### src/rtl/picomips_pkg.sv
// Shared definitions for the picoMIPS control slice.
//   seq_state_t   : PC sequencer states (RUN, WAIT for button, HALT)
//   DB_CYCLES_DEF : default number of disagreeing synchronised samples
//                   needed before the debounced button level flips
package picomips_pkg;

  typedef enum logic [1:0] {
    S_RUN,
    S_WAIT,
    S_HALT
  } seq_state_t;

  localparam int DB_CYCLES_DEF = 4;

endpackage

### src/rtl/btn_debounce.sv
// Push-button conditioning: two-flop synchroniser, counter debounce and
// rising-edge detect on the debounced level.
// Ports:
//   clk    in  system clock
//   reset  in  synchronous active-low reset
//   btn    in  raw asynchronous button, active-high
//   press  out one-cycle pulse on a debounced 0->1 transition
//   level  out debounced button level
// Parameters:
//   DB_CYCLES  consecutive disagreeing samples before the level flips (>=2)
//   CNT_W      counter width, 2**CNT_W > DB_CYCLES
module btn_debounce
  import picomips_pkg::*;
#(
  parameter int DB_CYCLES = DB_CYCLES_DEF,
  parameter int CNT_W     = 3
) (
  input  logic clk,
  input  logic reset,
  input  logic btn,
  output logic press,
  output logic level
);

  localparam logic [CNT_W-1:0] LP_LAST = CNT_W'(DB_CYCLES - 1);

  logic             r_s1;
  logic             r_s2;
  logic             r_db;
  logic             r_db_prev;
  logic [CNT_W-1:0] r_cnt;

  always_ff @(posedge clk) begin
    if (!reset) begin
      r_s1      <= 1'b0;
      r_s2      <= 1'b0;
      r_db      <= 1'b0;
      r_db_prev <= 1'b0;
      r_cnt     <= '0;
    end else begin
      r_s1      <= btn;
      r_s2      <= r_s1;
      r_db_prev <= r_db;
      // Any sample agreeing with the current level restarts the count, so
      // a glitch shorter than DB_CYCLES never flips the level.
      if (r_s2 == r_db) begin
        r_cnt <= '0;
      end else if (r_cnt == LP_LAST) begin
        r_db  <= r_s2;
        r_cnt <= '0;
      end else begin
        r_cnt <= r_cnt + 1'b1;
      end
    end
  end

  assign press = r_db & ~r_db_prev;
  assign level = r_db;

endmodule

### src/rtl/pc_seq_ctrl.sv
// PC increment sequencer. Decodes the decoder's wait/halt qualifiers and
// gates the PC increment enable; WAIT holds the PC until a debounced
// button press arrives, HALT holds it until reset.
// Ports:
//   clk       in  system clock
//   reset     in  synchronous active-low reset; also gates all outputs low
//   wait_req  in  current instruction waits for a button press
//   halt_req  in  current instruction is HALT (priority over wait_req)
//   btn       in  raw asynchronous push button, active-high
//   PCincr    out PC increment enable (Mealy)
//   ack       out one-cycle pulse when a press releases WAIT
//   waiting   out state is WAIT
//   halted    out state is HALT
module pc_seq_ctrl
  import picomips_pkg::*;
#(
  parameter int DB_CYCLES = DB_CYCLES_DEF,
  parameter int CNT_W     = 3
) (
  input  logic clk,
  input  logic reset,
  input  logic wait_req,
  input  logic halt_req,
  input  logic btn,
  output logic PCincr,
  output logic ack,
  output logic waiting,
  output logic halted
);

  seq_state_t r_state;
  seq_state_t w_next;
  logic       w_press;
  logic       w_level;
  logic       w_pcincr;
  logic       w_ack;

  btn_debounce #(
    .DB_CYCLES (DB_CYCLES),
    .CNT_W     (CNT_W)
  ) u_debounce (
    .clk   (clk),
    .reset (reset),
    .btn   (btn),
    .press (w_press),
    .level (w_level)
  );

  always_ff @(posedge clk) begin
    if (!reset) begin
      r_state <= S_RUN;
    end else begin
      r_state <= w_next;
    end
  end

  // Presses seen outside WAIT are dropped here rather than queued.
  always_comb begin
    w_next   = r_state;
    w_pcincr = 1'b0;
    w_ack    = 1'b0;
    unique case (r_state)
      S_RUN: begin
        if (halt_req) begin
          w_next = S_HALT;
        end else if (wait_req) begin
          w_next = S_WAIT;
        end else begin
          w_pcincr = 1'b1;
        end
      end
      S_WAIT: begin
        if (w_press) begin
          w_pcincr = 1'b1;
          w_ack    = 1'b1;
          w_next   = S_RUN;
        end
      end
      S_HALT: begin
        w_next = S_HALT;
      end
      default: begin
        w_next = S_RUN;
      end
    endcase
  end

  assign PCincr  = w_pcincr & reset;
  assign ack     = w_ack & reset;
  assign waiting = (r_state == S_WAIT) & reset;
  assign halted  = (r_state == S_HALT) & reset;

  // A press pulse can only exist while the debounced level is high.
  a_press_level : assert property (@(posedge clk) disable iff (!reset)
    w_press |-> w_level);

endmodule

### config.mk
export PLATFORM = sky130hd
export DESIGN_NAME = pc_seq_ctrl
export DESIGN_NICKNAME = d
export VERILOG_FILES = /design/src/rtl/picomips_pkg.sv /design/src/rtl/btn_debounce.sv /design/src/rtl/pc_seq_ctrl.sv
export SDC_FILE = /design/constraint.sdc
export NUM_CORES = 1
export LEC_CHECK = 0
export BUFFER_PORTS_ARGS = -buffer_cell sky130_fd_sc_hd__buf_2
export CAP_MARGIN = 40
export CORE_AREA = 2 2 39 41
export CTS_CLUSTER_DIAMETER = 120
export CTS_CLUSTER_SIZE = 14
export DETAILED_ROUTE_END_ITERATION = 7
export DIE_AREA = 0 0 41 43
export SKIP_CTS_REPAIR_TIMING = 1
export SYNTH_ARGS = -nofsm -noshare
export SYNTH_HDL_FRONTEND = slang
export SYNTH_SLANG_ARGS = --single-unit
### constraint.sdc
create_clock -name clk -period 2.45 [get_ports clk]
set_clock_uncertainty 0.05 [all_clocks]
set_input_delay 0.1225 -clock clk [delete_from_list [all_inputs] [get_ports clk]]
set_output_delay 0.1225 -clock clk [all_outputs]
set_load 0.1 [all_outputs]
==> results.sh <==
export IMPL_grt_ovfl_total=0
export IMPL_critical_path_endpoint="PCincr"
export IMPL_reg2reg_slack_ns=1.33
export IMPL_routed_wl_um=524
export IMPL_syn_instance_count=36
export IMPL_final_setup_tns_ns=0
export IMPL_grt_first_pass_wirelength_um=910
export IMPL_synth_area_per_cell_um2=9.66
export IMPL_synth_area_um2=348
export IMPL_clock_latency_ns=0.25
export IMPL_grt_max_degree=9
export IMPL_worstHoldStart="btn"
export IMPL_layout_nets=56
export IMPL_fmax_mhz=646
export IMPL_initial_utilization=0.251
export IMPL_syn_num_nets=43
export IMPL_grt_pass1_vias=220
export IMPL_fillCellCount=145
export IMPL_tightest_slew_ns=0.487
export IMPL_die_x_um=41
export IMPL_ys_seq_area_frac=0.518
export IMPL_fin_crit_ns=1.55
export IMPL_peakVddDrop_v=0.000317
export IMPL_period_share=0.632
export IMPL_drt_initial_drc_count=5
export IMPL_drt_vias_per_instance=3.91
export IMPL_outcome="finished, final reports clean"
export IMPL_placementRows=14
export IMPL_ys_types=15
export IMPL_h_tree_depth=1
export IMPL_slew_headroom=0.677
export IMPL_die_area_mm2=0.00176
export IMPL_worstSetupStartpoint="u_debounce.level"
export IMPL_syn_to_final_growth_pct=26.3
export IMPL_p_leak_nw=0.207
export IMPL_cp_required_ns=2.28
export IMPL_track_usage=0.0847
export IMPL_synth_warnings=0
export IMPL_rsz0062_at_grt="false"
export IMPL_crit_type="flip-flop to output port"
export IMPL_num_io_pins=9
export IMPL_r2r_start="u_debounce.r_cnt[0]"
export IMPL_path_clk_slew_ns=0.06
export IMPL_cap_violations=0
export IMPL_post_drt_wl_per_cell_um=8.19
export IMPL_setup_violations=0
export IMPL_core_area_mm2=0.00138
export IMPL_drive_above_1_share=0.250
export IMPL_synth_seq_cells=9
export IMPL_vias=250
export IMPL_final_core_util=0.317
export IMPL_critical_path_arrival_ns=1.38
export IMPL_regToRegEndpoint="u_debounce.r_cnt[2]"
export IMPL_drc=0
export IMPL_portBuffers=8
export IMPL_slew_viol_final=0
export IMPL_cts_root_buf="clkbuf_4"
export IMPL_hold_viol=0
export IMPL_cts_tree="yes"
export IMPL_hp_class="input pin to flip-flop"
export IMPL_die_h_um=43
export IMPL_gp_congestion=0.722
export IMPL_cts_path_max_buffers=2
export IMPL_clkSinkCount=9
export IMPL_antenna_found_initial=0
export IMPL_dp_final_hpwl_um=404
export IMPL_cts_buffers=3
export IMPL_num_antenna_cells=0
export IMPL_worst_path_max_fanout=4
export IMPL_firstDrtPassIters=3
export IMPL_r2r_cells=4
export IMPL_worst_setup_path_start_kind="flip-flop"
export IMPL_postRouteAntennaNets=0
export IMPL_power_density_mw_per_mm2=682
export IMPL_cp_end_kind="output port"
==> cell type report <==
cell class / instances / area (um^2) / share of cell area
clock buffers: 4 / 26.3 / 0.0598
well taps: 16 / 20.0 / 0.0456
multi-input cells: 23 / 158 / 0.359
flip-flops and latches: 9 / 180 / 0.410
repair buffers: 8 / 40.0 / 0.0912
inverters: 4 / 15.0 / 0.0342
==> cell usage after synthesis <==
cell type	instances	area share
a2bb2oi_1	1	0.025
mux2i_1	1	0.029
nor2_1	7	0.076
a22oi_1	1	0.022
xor2_1	1	0.025
and3_1	1	0.018
ha_1	2	0.072
nor2b_1	1	0.018
nand3b_1	1	0.022
inv_1	4	0.043
o211a_1	1	0.029
nand2b_1	2	0.036
nor3_1	1	0.014
and2_1	3	0.054
dfxtp_1	9	0.52
==> worst max-delay path, stage by stage (launching register included) <==
cell	delay [ns]
dfxtp_1	0.37
nand2b_1	0.12
a2bb2oi_1	0.14
nor2_1	0.07
buf_2	0.42
==> worst min path at each step <==
stage	slack, ns	cells past startpoint	end
global placement	0.29	2	u_debounce.r_s1
detailed placement	0.29	2	u_debounce.r_s1
CTS	0.02	2	u_debounce.r_s1
floorplan	0.19	1	u_debounce.r_s1
global route	0.03	2	u_debounce.r_s1
finish	0.03	2	u_debounce.r_s1
==> metal layers <==
metal	share of wire	GRT usage
met1	0.48	0.114
met2	0.42	0.0875
met3	0.017	0
met4	0.082	0.140
met5	0	0
==> placed cells by master (no fill, tap or decap) <==
cell       count
nand3b_1       1
o211a_1        1
a22oi_1        1
nor2b_1        1
nand2b_1       2
and2_1         3
nor3_2         1
ha_1           2
nor2_1         7
inv_1          4
mux2i_1        1
and3_1         1
buf_2          8
clkbuf_1       1
clkbuf_4       3
a2bb2oi_1      1
xor2_1         1
dfxtp_1        9
==> logic make-up (layout without fill, tap and decap cells) <==
kind of cell / after synthesis / after routing / share of synthesized area
and+or+nand+nor: 16 / 16 / 0.237
DFF: 9 / 9 / 0.518
buffers and inverters: 4 / 16 / 0.0432
AOI/OAI and AO/OA: 3 / 3 / 0.0756
adders and majority gates: 2 / 2 / 0.0719
xor gates and xnor gates: 1 / 1 / 0.0252
muxes: 1 / 1 / 0.0288
==> per-stage QoR <==
| step | cell area (um^2) | power (mW) | setup WS (ns) | instances | hold WS (ns) |
|---|---|---|---|---|---|
| 2_1_floorplan | 353 | 0.183 | 0.439 | 36 | 0.194 |
| 3_3_place_gp | 413 | 0.192 | 1.17 | 60 | 0.286 |
| 3_5_place_dp | 413 | 0.192 | 1.16 | 60 | 0.294 |
| 4_1_cts | 439 | 0.308 | 0.878 | 64 | 0.0172 |
| 5_1_grt | 439 | 0.315 | 0.804 | 64 | 0.0277 |
| 6_report | 439 | 0.299 | 0.901 | 64 | 0.0296 |
==> flip-flops by register name (all words and copies together), names as in the netlist <==
signal,count
u_debounce.r_cnt,3
r_state,2
u_debounce.level,1
u_debounce.r_db_prev,1
u_debounce.r_s1,1
u_debounce.r_s2,1
==> report_power, final <==
part / leakage, nW / internal [mW] / total [mW] / switching [mW]
registers: 0.0734 / 0.151 / 0.153 / 0.00224
logic: 0.118 / 0.00987 / 0.0352 / 0.0253
clock network: 0.0150 / 0.0625 / 0.111 / 0.0485
No activity file was read; power rests on OpenSTA's default activity.
